<file path="config.mk">
export PLATFORM = sky130hd
export DESIGN_NAME = output_port_arbiter
export DESIGN_NICKNAME = d
export VERILOG_FILES = /design/src/rtl/output_port_arbiter.sv
export SDC_FILE = /design/constraint.sdc
export NUM_CORES = 1
export LEC_CHECK = 0
export BUFFER_PORTS_ARGS = -buffer_cell sky130_fd_sc_hd__buf_4
export CORE_MARGIN = 3
export CORE_UTILIZATION = 25
export DETAILED_ROUTE_END_ITERATION = 8
export PLACE_DENSITY_LB_ADDON = 0.1
export SKIP_LAST_GASP = 1
export SYNTH_ARGS = -nofsm -noshare
export SYNTH_HDL_FRONTEND = slang
export SYNTH_SLANG_ARGS = --single-unit
</file>
<file path="constraint.sdc">
create_clock -name clk -period 2.61 [get_ports clk]
set_input_delay 0.1305 -clock clk [delete_from_list [all_inputs] [get_ports clk]]
set_output_delay 0.1305 -clock clk [all_outputs]
set_load 0.005 [all_outputs]
</file>
<file path="src/rtl/output_port_arbiter.sv">
`default_nettype none
// ============================================================================
// Module   : output_port_arbiter
// Brief    : Round-robin, wormhole-locked arbiter of NUM_IN show-ahead flit
//            FIFOs onto one credit-flow-controlled output link.
// Revision : 1.0 - initial release
// ============================================================================
module output_port_arbiter #(
  parameter int NUM_IN     = 4,
  parameter int FLIT_WIDTH = 64,
  parameter int CREDITS    = 8
) (
  input  logic                               clk,
  input  logic                               rst,
  input  logic [NUM_IN*FLIT_WIDTH-1:0]       in_flit,
  input  logic [NUM_IN-1:0]                  in_empty,
  output logic [NUM_IN-1:0]                  in_consume,
  output logic [FLIT_WIDTH-1:0]              out_flit,
  output logic                               out_valid,
  input  logic                               credit_return,
  output logic [$clog2(CREDITS+1)-1:0]       credit_cnt,
  output logic [1:0]                         err
);

  localparam int c_PTR_W = $clog2(NUM_IN);
  localparam int c_CNT_W = $clog2(CREDITS + 1);
  localparam logic [c_CNT_W-1:0] c_CREDITS_MAX = c_CNT_W'(CREDITS);
  localparam logic [c_PTR_W-1:0] c_LAST_IN     = c_PTR_W'(NUM_IN - 1);

  typedef enum logic [0:0] {
    S_IDLE   = 1'b0,
    S_LOCKED = 1'b1
  } state_t;

  state_t               r_state;
  logic [c_PTR_W-1:0]   r_rr_ptr;
  logic [c_PTR_W-1:0]   r_lock_id;
  logic [c_CNT_W-1:0]   r_credit_cnt;
  logic [1:0]           r_err;

  logic [FLIT_WIDTH-1:0] w_flit [NUM_IN];
  logic [NUM_IN-1:0]     w_head;
  logic [NUM_IN-1:0]     w_eligible;
  logic [NUM_IN-1:0]     w_orphan;
  logic [c_PTR_W-1:0]    w_cand;
  logic [c_PTR_W-1:0]    w_rr_idx;
  logic                  w_rr_found;
  logic                  w_credit_ok;
  logic                  w_send;
  logic [c_PTR_W-1:0]    w_grant;
  logic [c_PTR_W-1:0]    w_grant_next;
  logic [FLIT_WIDTH-1:0] w_sel_flit;
  logic                  w_sel_tail;

  generate
    for (genvar gi = 0; gi < NUM_IN; gi++) begin : g_unpack
      assign w_flit[gi] = in_flit[gi*FLIT_WIDTH +: FLIT_WIDTH];
      assign w_head[gi] = in_flit[gi*FLIT_WIDTH + FLIT_WIDTH - 1];
    end
  endgenerate

  // A non-empty input whose front flit is not a head can never start a packet.
  assign w_eligible = ~in_empty & w_head;
  assign w_orphan   = ~in_empty & ~w_head;

  // Walk offsets from the highest down so the lowest offset from rr_ptr wins.
  always_comb begin
    w_rr_found = 1'b0;
    w_rr_idx   = '0;
    w_cand     = '0;
    for (int k = NUM_IN - 1; k >= 0; k--) begin
      w_cand = c_PTR_W'((int'(r_rr_ptr) + k) % NUM_IN);
      if (w_eligible[w_cand]) begin
        w_rr_found = 1'b1;
        w_rr_idx   = w_cand;
      end
    end
  end

  assign w_credit_ok = (r_credit_cnt != '0);

  always_comb begin
    w_grant = r_lock_id;
    w_send  = 1'b0;
    if (r_state == S_IDLE) begin
      w_grant = w_rr_idx;
      w_send  = w_credit_ok & w_rr_found;
    end else begin
      w_send  = w_credit_ok & ~in_empty[r_lock_id];
    end
  end

  assign w_sel_flit   = w_flit[w_grant];
  assign w_sel_tail   = w_sel_flit[FLIT_WIDTH-2];
  assign w_grant_next = (w_grant == c_LAST_IN) ? '0 : w_grant + 1'b1;

  // Pop strobe is forced low while reset is asserted, independent of clk.
  always_comb begin
    in_consume = '0;
    if (rst && w_send) begin
      in_consume[w_grant] = 1'b1;
    end
  end

  always_ff @(posedge clk or negedge rst) begin
    if (!rst) begin
      r_state      <= S_IDLE;
      r_rr_ptr     <= '0;
      r_lock_id    <= '0;
      r_credit_cnt <= c_CREDITS_MAX;
      r_err        <= '0;
      out_flit     <= '0;
      out_valid    <= 1'b0;
    end else begin
      if (w_send) begin
        out_flit  <= w_sel_flit;
        out_valid <= 1'b1;
      end else begin
        out_valid <= 1'b0;
      end

      case (r_state)
        S_IDLE: begin
          if (w_send) begin
            if (w_sel_tail) begin
              r_rr_ptr <= w_grant_next;
            end else begin
              r_state   <= S_LOCKED;
              r_lock_id <= w_grant;
            end
          end
        end
        S_LOCKED: begin
          if (w_send && w_sel_tail) begin
            r_state  <= S_IDLE;
            r_rr_ptr <= w_grant_next;
          end
        end
        default: r_state <= S_IDLE;
      endcase

      // Send and return in the same cycle cancel out.
      case ({w_send, credit_return})
        2'b10: r_credit_cnt <= r_credit_cnt - 1'b1;
        2'b01: begin
          if (r_credit_cnt == c_CREDITS_MAX) begin
            r_err[0] <= 1'b1;
          end else begin
            r_credit_cnt <= r_credit_cnt + 1'b1;
          end
        end
        default: r_credit_cnt <= r_credit_cnt;
      endcase

      if ((r_state == S_IDLE) && (|w_orphan)) begin
        r_err[1] <= 1'b1;
      end
    end
  end

  assign credit_cnt = r_credit_cnt;
  assign err        = r_err;

endmodule
`default_nettype wire

</file>
==> results.json <==
{
  "detail_route.wirelength.met1_um": 8400,
  "grt_util_all_layers_pct": 16.3,
  "edff_count_synth": 0,
  "rr_worst_depth": 8,
  "clock-sinks": 76,
  "reg2reg_slack_ns": 0.14,
  "placementRows": 53,
  "avgRoutedWirePerCell_um": 18.3,
  "p_leak_nw": 4.30,
  "crit_start_category": "flip-flop",
  "grt_pass1_wl_um": 30400,
  "synth_largest_type_area_fraction_pct": 34.7,
  "cts-buffers-inserted": 9,
  "run_status": "complete, no violations",
  "min-delay-path-class": "in2reg",
  "synth_sequential_area_ratio_pct": 35.1,
  "nFillCells": 2072,
  "postLayoutCoreUtil_pct": 40.7,
  "reg2reg_to": "credit_cnt[3]",
  "clkSlewWorstSetupHoldPaths_ns": 0.06,
  "clock.fmax_mhz": 406,
  "initial_standard_cell_utilization_of_the_core_pct": 25.6,
  "postSynthAreaPerCell_um2": 11.4,
  "deepest_level_of_the_cts_h_tree": 3,
  "io_pins": 338,
  "syn_to_final_growth_pct": 58.9,
  "grt_overflow": 0,
  "timing.clock.skew_ns": 0.00530,
  "grt_start_max_net_pins": 71,
  "clk_root_buffer_cell": "clkbuf_16",
  "ys_async_sr_fraction_pct": 100,
  "synthCells": 474,
  "tritoncts_clock_tree": "yes",
  "layout.cells.non_filler": 1082,
  "antenna_violations_before_repair": 0,
  "timing.critical_path.arrival_ns": 2.33,
  "n_antenna_cell": 0,
  "holdCritStartpoint": "in_flit[122]",
  "io_port_bufs": 337,
  "postRouteAntennaNets": 0,
  "critical_path_class": "reg2out",
  "postSynthRegisterBits": 76,
  "num_vias": 5120,
  "drt_pass1_iterations": 4,
  "mappedNetlistNets": 744,
  "wl_met3_um": 1730,
  "final-hold-violation-count": 0,
  "synthDominantAreaCellType": "dfrtp_1",
  "netlist_top_cells_count": "mux2i_1, dfrtp_1, nand2_1",
  "worstHoldEndpoint": "out_flit[58]",
  "crit_fanout": 8,
  "fin_crit_ns": 2.47,
  "insertion_delay_ns": 0.33,
  "final.period_utilization_pct": 94.4,
  "core_area_mm2": 0.0212,
  "worst-slew-pin-transition_ns": 0.491,
  "drive_above_1_share_pct": 56.4,
  "nets": 1073,
  "power_density_mw_per_mm2": 1230,
  "place_congestion": 0.856,
  "synth_warnings": 0,
  "setup_viol_count_final": 0,
  "uppermost_routed_layer": "met4",
  "irDropWorstVdd_uv": 844,
  "viasPerCell": 4.73,
  "ctsLongestPathBuffers": 2,
  "drv_cap": 0,
  "worst_ep_required_time_ns": 2.48,
  "setup.worst_path.end_class": "output port",
  "drcViolationCount": 0,
  "chipHeight_um": 153,
  "yosys-top-cells-area": "dfrtp_1, mux2i_1, o221ai_2",
  "dieArea_mm2": 0.0235,
  "drt_first_iter_violations": 170,
  "dp_cells": 1060,
  "worstHoldPathCells": 3,
  "regToRegStartpoint": "r_lock_id[1]",
  "hold-worst-slack_ns": 0.112,
  "worst_slew_margin_rel_pct": 67.2,
  "synthMostInstantiatedCell": "mux2i_1",
  "width_of_the_die_um": 153,
  "netlist-cell-type-count": 61,
  "detailroute.wirelength.met2_um": 9470,
  "first_global_vias": 5364,
  "final-max-slew-violation-count": 0,
  "post_synthesis_cell_area_mm2": 0.00542,
  "synth-main-ff-cell": "dfrtp_1",
  "totalWireLength_um": 19800,
  "dpl.hpwl_um": 15700
}
## timing repair
action,in CTS,in global routing
gates resized for setup,2,5
buffers inserted,0,6
hold endpoints to repair,8,0
pin swaps,0,0
setup endpoints to repair,3,4
hold buffers,1,0
## report_power, final
part / switching, W / leakage (nW) / internal (W)
Sequential: 0.000431 / 0.913 / 0.00184
Combinational: 0.00360 / 3.24 / 0.00345
Clock: 0.000479 / 0.144 / 0.000755
## flip-flops by register name, summed over array words and instances, names as in the netlist
name / cells
r_state: 1
err: 2
r_rr_ptr: 2
r_lock_id: 2
out_valid: 1
credit_cnt: 4
out_flit: 64
## cells in the final DEF, fill, tap and decap left out, drive strengths merged, types with 3 or more instances in the layout
master	synthesis	layout
buf	30	355
mux2i	129	129
dfrtp	75	75
nand2	73	73
o221ai	63	63
clkbuf	8	10
o21ai	8	8
ha	6	6
nor2	5	5
and3	5	5
nand4	4	4
nand3	4	4
clkinv	1	4
nor2b	4	4
nand2b	4	4
inv	4	4
mux2	4	4
and2	3	3
nor3	3	3
o22ai	3	3
## cell type report
class / instances / area (µm²) / share of cell area (%)
multi-input cells: 355 / 3270 / 38.0
repair buffers: 356 / 2770 / 32.1
clock inverters: 5 / 52.6 / 0.611
flip-flops and latches: 76 / 1910 / 22.1
well taps: 275 / 344 / 4.00
inverters: 5 / 27.5 / 0.320
clock buffers: 10 / 239 / 2.78
## worst max path at each step
stage	cells after the start	end	startpoint
after floorplan	10	credit_cnt[3]	r_lock_id[1]
after global placement	8	credit_cnt[3]	r_lock_id[1]
after detailed placement	7	out_flit[28]	r_lock_id[1]
after CTS	9	in_consume[0]	r_rr_ptr[0]
after global routing	8	in_consume[0]	r_rr_ptr[1]
final	8	in_consume[0]	r_rr_ptr[1]
## metrics by stage
step / instance area [µm²] / total power [W] / setup TNS, ns / worst slack (ns)
2_1_floorplan: 5420 / 0.00698 / 0 / 0.0198
3_3_place_gp: 8230 / 0.00919 / 0 / 0.209
3_5_place_dp: 8230 / 0.00937 / 0 / 0.115
4_1_cts: 8540 / 0.0107 / 0 / 0.0152
5_1_grt: 8610 / 0.0114 / -0.0174 / -0.0174
6_report: 8610 / 0.0105 / 0 / 0.145
## cells by family (layout without fill, tap and decap cells)
| logic type | count (synthesis) | in the layout | synth area share, % |
|---|---|---|---|
| compound gates | 96 | 96 | 21.9 |
| xor+xnor | 3 | 3 | 0.485 |
| fa+ha+maj | 7 | 7 | 1.76 |
| buf+inv | 43 | 376 | 4.90 |
| flops | 76 | 76 | 35.1 |
| mux | 134 | 134 | 25.2 |
| simple gates | 115 | 115 | 10.6 |
## metal layers
layer  GRT usage (%)  vias to the layer above
met5               0                        -
met4            4.07                        0
met3            4.42                       16
met2            26.9                      249
met1            21.1                     2379
li1                -                     2476
## critical path, stage by stage (launching register included)
cell and delay (ns):
dfrtp_2 0.45, a22o_1 0.26, a221oi_4 0.35, a21oi_1 0.12
or2_4 0.28, clkinv_2 0.09, ha_1 0.14, and3_1 0.17
buf_4 0.13
No activity file was read; power rests on OpenSTA's default activity.
